**src/rtl/firmc.sv**
```systemverilog
// Time-multiplexed multi-channel direct-form FIR filter.
// One shared multiplier performs one MAC per cycle; every channel keeps its own
// delay line while all channels share a single runtime-programmable coefficient bank.
// The accumulated sum is rounded, arithmetically shifted and saturated on output.
module firmc #(
  parameter int unsigned DW    = 16,
  parameter int unsigned CW    = 16,
  parameter int unsigned N     = 8,
  parameter int unsigned CH    = 4,
  parameter int unsigned ACCW  = 40,
  parameter int unsigned OW    = 16,
  parameter int unsigned SHIFT = 14,
  parameter logic [CW*N-1:0] H = (CW*N)'(16'h4000),
  localparam int unsigned CHW  = (CH > 1) ? $clog2(CH) : 1,
  localparam int unsigned NW   = (N > 1) ? $clog2(N) : 1
) (
  input  logic                 clk,
  input  logic                 rst,
  input  logic                 clear,
  input  logic                 in_valid,
  output logic                 in_ready,
  input  logic [CHW-1:0]       in_ch,
  input  logic signed [DW-1:0] x,
  input  logic                 coef_we,
  input  logic [NW-1:0]        coef_addr,
  input  logic signed [CW-1:0] coef_data,
  output logic                 busy,
  output logic                 out_valid,
  input  logic                 out_ready,
  output logic [CHW-1:0]       out_ch,
  output logic signed [OW-1:0] y
);

  typedef enum logic [1:0] {StIdle, StMac, StOut} state_e;

  // Half-LSB rounding constant; evaluates to zero when SHIFT is zero.
  localparam logic signed [ACCW:0] Rnd  = ((ACCW + 1)'(1) << SHIFT) >> 1;
  localparam logic signed [ACCW:0] OMax = (ACCW + 1)'({(OW - 1){1'b1}});
  localparam logic signed [ACCW:0] OMin = ~OMax;

  state_e state_q, state_d;

  logic signed [DW-1:0]   z_q [CH][N];
  logic signed [CW-1:0]   h_q [N];
  logic [CHW-1:0]         ch_q;
  logic [NW-1:0]          k_q;
  logic signed [ACCW-1:0] acc_q;
  logic signed [OW-1:0]   y_q;
  logic [CHW-1:0]         out_ch_q;
  logic                   out_valid_q;

  logic                   ch_ok;
  logic                   accept;
  logic                   last;
  logic                   coef_ok;
  logic                   coef_wr;
  logic signed [DW-1:0]   tap_x;
  logic signed [CW-1:0]   tap_h;
  logic signed [DW+CW-1:0] prod;
  logic signed [ACCW-1:0] prod_ext;
  logic signed [ACCW-1:0] sum;
  logic signed [ACCW:0]   rnd;
  logic signed [ACCW:0]   shr;
  logic signed [OW-1:0]   y_fmt;

  assign ch_ok   = 32'(in_ch) < CH;
  assign accept  = (state_q == StIdle) && in_valid && ch_ok && !clear;
  assign last    = (k_q == NW'(N - 1));
  assign coef_ok = 32'(coef_addr) < N;
  // Writes are dropped during MAC so a sum never mixes old and new coefficients;
  // a clear aborts the sum, so a write coinciding with it is still taken.
  assign coef_wr = coef_we && coef_ok && ((state_q != StMac) || clear);

  // Shared multiplier operands select the active channel's tap k.
  assign tap_x    = z_q[ch_q][k_q];
  assign tap_h    = h_q[k_q];
  assign prod     = tap_x * tap_h;
  assign prod_ext = ACCW'(prod);
  assign sum      = acc_q + prod_ext;

  // Round, shift and saturate the final sum (one extra bit keeps the rounding add exact).
  always_comb begin
    rnd = {sum[ACCW-1], sum} + Rnd;
    shr = rnd >>> SHIFT;
    if (shr > OMax) begin
      y_fmt = OMax[OW-1:0];
    end else if (shr < OMin) begin
      y_fmt = OMin[OW-1:0];
    end else begin
      y_fmt = shr[OW-1:0];
    end
  end

  // State register.
  always_ff @(posedge clk or posedge rst) begin
    if (rst) begin
      state_q <= StIdle;
    end else begin
      state_q <= state_d;
    end
  end

  // Next-state logic and status outputs.
  always_comb begin
    state_d  = state_q;
    in_ready = 1'b0;
    busy     = 1'b1;
    unique case (state_q)
      StIdle: begin
        in_ready = 1'b1;
        busy     = 1'b0;
        if (in_valid && ch_ok) begin
          state_d = StMac;
        end
      end
      StMac: begin
        if (last) begin
          state_d = StOut;
        end
      end
      StOut: begin
        if (out_ready) begin
          state_d = StIdle;
        end
      end
      default: state_d = StIdle;
    endcase
    if (clear) begin
      state_d = StIdle;
    end
  end

  // Per-channel delay lines; only the accepted channel ever shifts.
  always_ff @(posedge clk or posedge rst) begin
    if (rst) begin
      for (int c = 0; c < CH; c++) begin
        for (int t = 0; t < N; t++) begin
          z_q[c][t] <= '0;
        end
      end
    end else if (clear) begin
      for (int c = 0; c < CH; c++) begin
        for (int t = 0; t < N; t++) begin
          z_q[c][t] <= '0;
        end
      end
    end else if (accept) begin
      for (int c = 0; c < CH; c++) begin
        if (CHW'(c) == in_ch) begin
          for (int t = N - 1; t > 0; t--) begin
            z_q[c][t] <= z_q[c][t-1];
          end
          z_q[c][0] <= x;
        end
      end
    end
  end

  // Shared coefficient bank; clear leaves it untouched.
  always_ff @(posedge clk or posedge rst) begin
    if (rst) begin
      for (int t = 0; t < N; t++) begin
        h_q[t] <= H[t*CW +: CW];
      end
    end else if (coef_wr) begin
      for (int t = 0; t < N; t++) begin
        if (NW'(t) == coef_addr) begin
          h_q[t] <= coef_data;
        end
      end
    end
  end

  // MAC sequencing and output register.
  always_ff @(posedge clk or posedge rst) begin
    if (rst) begin
      ch_q        <= '0;
      k_q         <= '0;
      acc_q       <= '0;
      y_q         <= '0;
      out_ch_q    <= '0;
      out_valid_q <= 1'b0;
    end else if (clear) begin
      k_q         <= '0;
      acc_q       <= '0;
      out_valid_q <= 1'b0;
    end else begin
      unique case (state_q)
        StIdle: begin
          if (accept) begin
            ch_q  <= in_ch;
            k_q   <= '0;
            acc_q <= '0;
          end
        end
        StMac: begin
          acc_q <= sum;
          if (last) begin
            k_q         <= '0;
            y_q         <= y_fmt;
            out_ch_q    <= ch_q;
            out_valid_q <= 1'b1;
          end else begin
            k_q <= k_q + NW'(1);
          end
        end
        StOut: begin
          if (out_ready) begin
            out_valid_q <= 1'b0;
          end
        end
        default: begin
          out_valid_q <= 1'b0;
        end
      endcase
    end
  end

  assign out_valid = out_valid_q;
  assign out_ch    = out_ch_q;
  assign y         = y_q;

endmodule

```
**config.mk**
```make
export PLATFORM = sky130hd
export DESIGN_NAME = firmc
export DESIGN_NICKNAME = d
export VERILOG_FILES = /design/src/rtl/firmc.sv
export SDC_FILE = /design/constraint.sdc
export NUM_CORES = 2
export LEC_CHECK = 0
export ABC_AREA = 0
export ABC_CLOCK_PERIOD_IN_PS = 33800
export CORE_UTILIZATION = 45
export CTS_CLUSTER_DIAMETER = 80
export CTS_CLUSTER_SIZE = 10
export DETAILED_ROUTE_END_ITERATION = 8
export GPL_ROUTABILITY_DRIVEN = 0
export GPL_TIMING_DRIVEN = 0
export PLACE_DENSITY = 0.58
export RECOVER_POWER = 25
export SETUP_SLACK_MARGIN = 0.02
export SLEW_MARGIN = 20
export SYNTH_ARGS = -nofsm -noshare
export SYNTH_HDL_FRONTEND = slang
export SYNTH_SLANG_ARGS = --single-unit
export TNS_END_PERCENT = 10
```
**constraint.sdc**
```tcl
create_clock -name clk -period 33.8 [get_ports clk]
set_input_delay 6.76 -clock clk [delete_from_list [all_inputs] [get_ports clk]]
set_output_delay 6.76 -clock clk [all_outputs]
set_load 0.1 [all_outputs]
```
==> metrics <==
Final Cycle Share 45.1%; pre-CTS setup slack 20.94 ns; Via density 5.83; PortBufs 61; Slew Limit Fails 426; IO Count 64; RSZ-0062 raised after global routing no; clk sinks 706; Core Region 96700 um2; setup slack after layout 18.56 ns; post-synthesis cell type count 92; Final Hold Vio Count 0; Lkg Pwr 0.0227 uW; Placed Cells incl. Taps 4919; DIE AREA 98800 um2; critical path fanouts, max 94; GRT Util Overall 26.0%; Crit Path Category primary input to async pin; # hold bufs at CTS 0; row count 114; Slew HR -236%; Fin Clk Skew 0.0417 ns; root buf cell clkbuf_16; Worst EP arrival 15.07 ns; VDD IR max 0.0000448 V; CTS max path bufs 3; status finished, violations left; Initial Utilization 45.4%; Data required, critical path 33.64 ns; total iterations of the first detailed-routing run 5; FF+latch count, synth 706; Final Setup Violations 0; netlist area before placement 43900 um2; number of remaining DRC errors 0; post-CTS sizing 0; setup_tns 0 ns; CTS clk-pin slew, worst paths 0.05 ns; GRT overflow 0; commonest cells after routing, fill and taps aside dfrtp_1 (705), a22o_1 (531), inv_1 (429), fa_1 (330), nor2_1 (212); Nets 4219; initial antenna violation count 1; Fin Hold WS 0.477 ns; Hold Path Class register to register; DRT iter0 DRCs 1863; layout cells sized above 1 14.7%; top_reg_cell synth dfrtp_1; CTS H-Tree Depth 3; post-synthesis sequential area ratio 40.2%; R2R Setup Slk 21.02 ns; total CTS buffers 83; Routed Antenna Nets 0; Final min period 15.24 ns; # Post-CTS Setup Buffers 0; Vias 29300; WL/cell 24.7 um; Mapped Nets 4052; syn avg cell area 12.3 um2; Area Growth Syn to Fin 11.1%; Max Fclk 65.6 MHz; synth warn 0; CTS tree done; clock latency on the worst-skew pair 0.67 ns; most common cell after layout, fill and taps aside dfrtp_1; P per Cell Area 68.7 nW/um2; fin cells 5023; Total Wirelength 124000 um; Post-synth EDFFs 0; Crit. End Element async pin; Syn Inst Count 3561; ys async rst share 100%; die height 314 um; Startpoint Class primary input; failing checks capacitance limit, slew limit; DPL Wire Length 96600 um; vias in the first global route 31200; max cap viols 6; largest net degree at the start of global routing 105; filler cell count 8584; worst slew pin tran 5.04 ns; first-pass GRT wire length 194000 um; Die X 314 um
critical path, stage by stage:
cell and delay, ns:
dlygate4sd3_1 0.55, clkinvlp_2 1.15, clkbuf_1 3.50, clkbuf_1 2.93
per-layer routing:
layer	vias to the layer above	routed length [um]	GRT usage, %
met5	-	13	0
met4	2	4020	8.65
met3	209	5490	3.57
met2	759	61500	43.9
met1	15300	52900	34.8
li1	13000	-	-
final timing paths:
path | startpoint | to | cells after the start
hold / removal | out_ch[0]$_DFFE_PP0P_ | out_ch[0]$_DFFE_PP0P_ | 2
setup reg to reg | ch_q[1]$_DFFE_PP0P_ | y[9]$_DFFE_PP0P_ | 33
setup / recovery | rst | h_q[61]$_DFFE_PP0P_ | 4
hold reg to reg | out_ch[0]$_DFFE_PP0P_ | out_ch[0]$_DFFE_PP0P_ | 2
min in group asynchronous | rst | k_q[2]$_DFFE_PP0P_ | 2
max in group clk | ch_q[1]$_DFFE_PP0P_ | y[9]$_DFFE_PP0P_ | 33
registers in the layout, summed over array words and instances, names as in the netlist:
signal / flops
acc_q: 40
ch_q: 2
h_q: 128
k_q: 3
out_ch: 2
out_valid: 1
state_q: 2
y: 16
z_q: 512
cells by family after synthesis:
family / Yosys count / share of synthesized area [%]
mux: 364 / 14.2
buf+inv: 661 / 5.78
flops: 706 / 40.2
fa+ha+maj: 448 / 18.4
simple gates: 568 / 6.10
compound gates: 769 / 14.4
xor+xnor: 45 / 0.949
report_power, final:
group          internal [uW]  switching (uW)  total [uW]
clock                    467             359         826
sequential               899            29.7         928
combinational            576            1020        1600
cell type report:
class	instances	area, um2	area share (%)
clock buffer	91	2160	4.42
buffer	230	936	1.92
inverter	431	1620	3.32
sequential	706	17700	36.2
antenna	1	2.50	0.00513
clock inverter	12	199	0.408
tap	1276	1600	3.27
timing repair buffer	82	856	1.75
multi-input combinational	2194	23800	48.7
cell usage after synthesis (8+ instances only):
cell | n | area (um2)
nor2_1 | 213 | 800
nand3_1 | 20 | 100
buf_2 | 17 | 85.1
a21oi_2 | 11 | 96.3
nand2_1 | 181 | 679
dfrtp_1 | 705 | 17600
nor3_1 | 24 | 120
a31oi_1 | 9 | 56.3
inv_1 | 430 | 1610
nor2b_1 | 8 | 50.1
xnor2_1 | 27 | 236
mux2i_1 | 33 | 330
mux2_2 | 139 | 1570
nand4_1 | 18 | 113
ha_1 | 118 | 1480
a22o_1 | 531 | 4650
xor2_1 | 15 | 131
mux4_2 | 192 | 4320
nand2b_1 | 22 | 138
o21ai_0 | 51 | 255
and4_1 | 8 | 70.1
buf_1 | 28 | 105
and3_1 | 11 | 68.8
o21a_1 | 9 | 67.6
a21o_1 | 11 | 82.6
fa_1 | 330 | 6610
a21oi_1 | 50 | 250
clkbuf_1 | 179 | 672
o21ai_1 | 17 | 85.1
stage by stage:
| stage | utilization (%) | total power [uW] | instance area (um2) |
|---|---|---|---|
| after global placement | 47.7 | 2510 | 46100 |
| final | 50.5 | 3350 | 48800 |
| after global routing | 50.5 | 3590 | 48800 |
| after detailed placement | 48.2 | 2540 | 46600 |
| after CTS | 50.6 | 3370 | 48900 |
| after floorplan | - | 2120 | 43900 |
No activity file was read; power rests on OpenSTA's default activity.
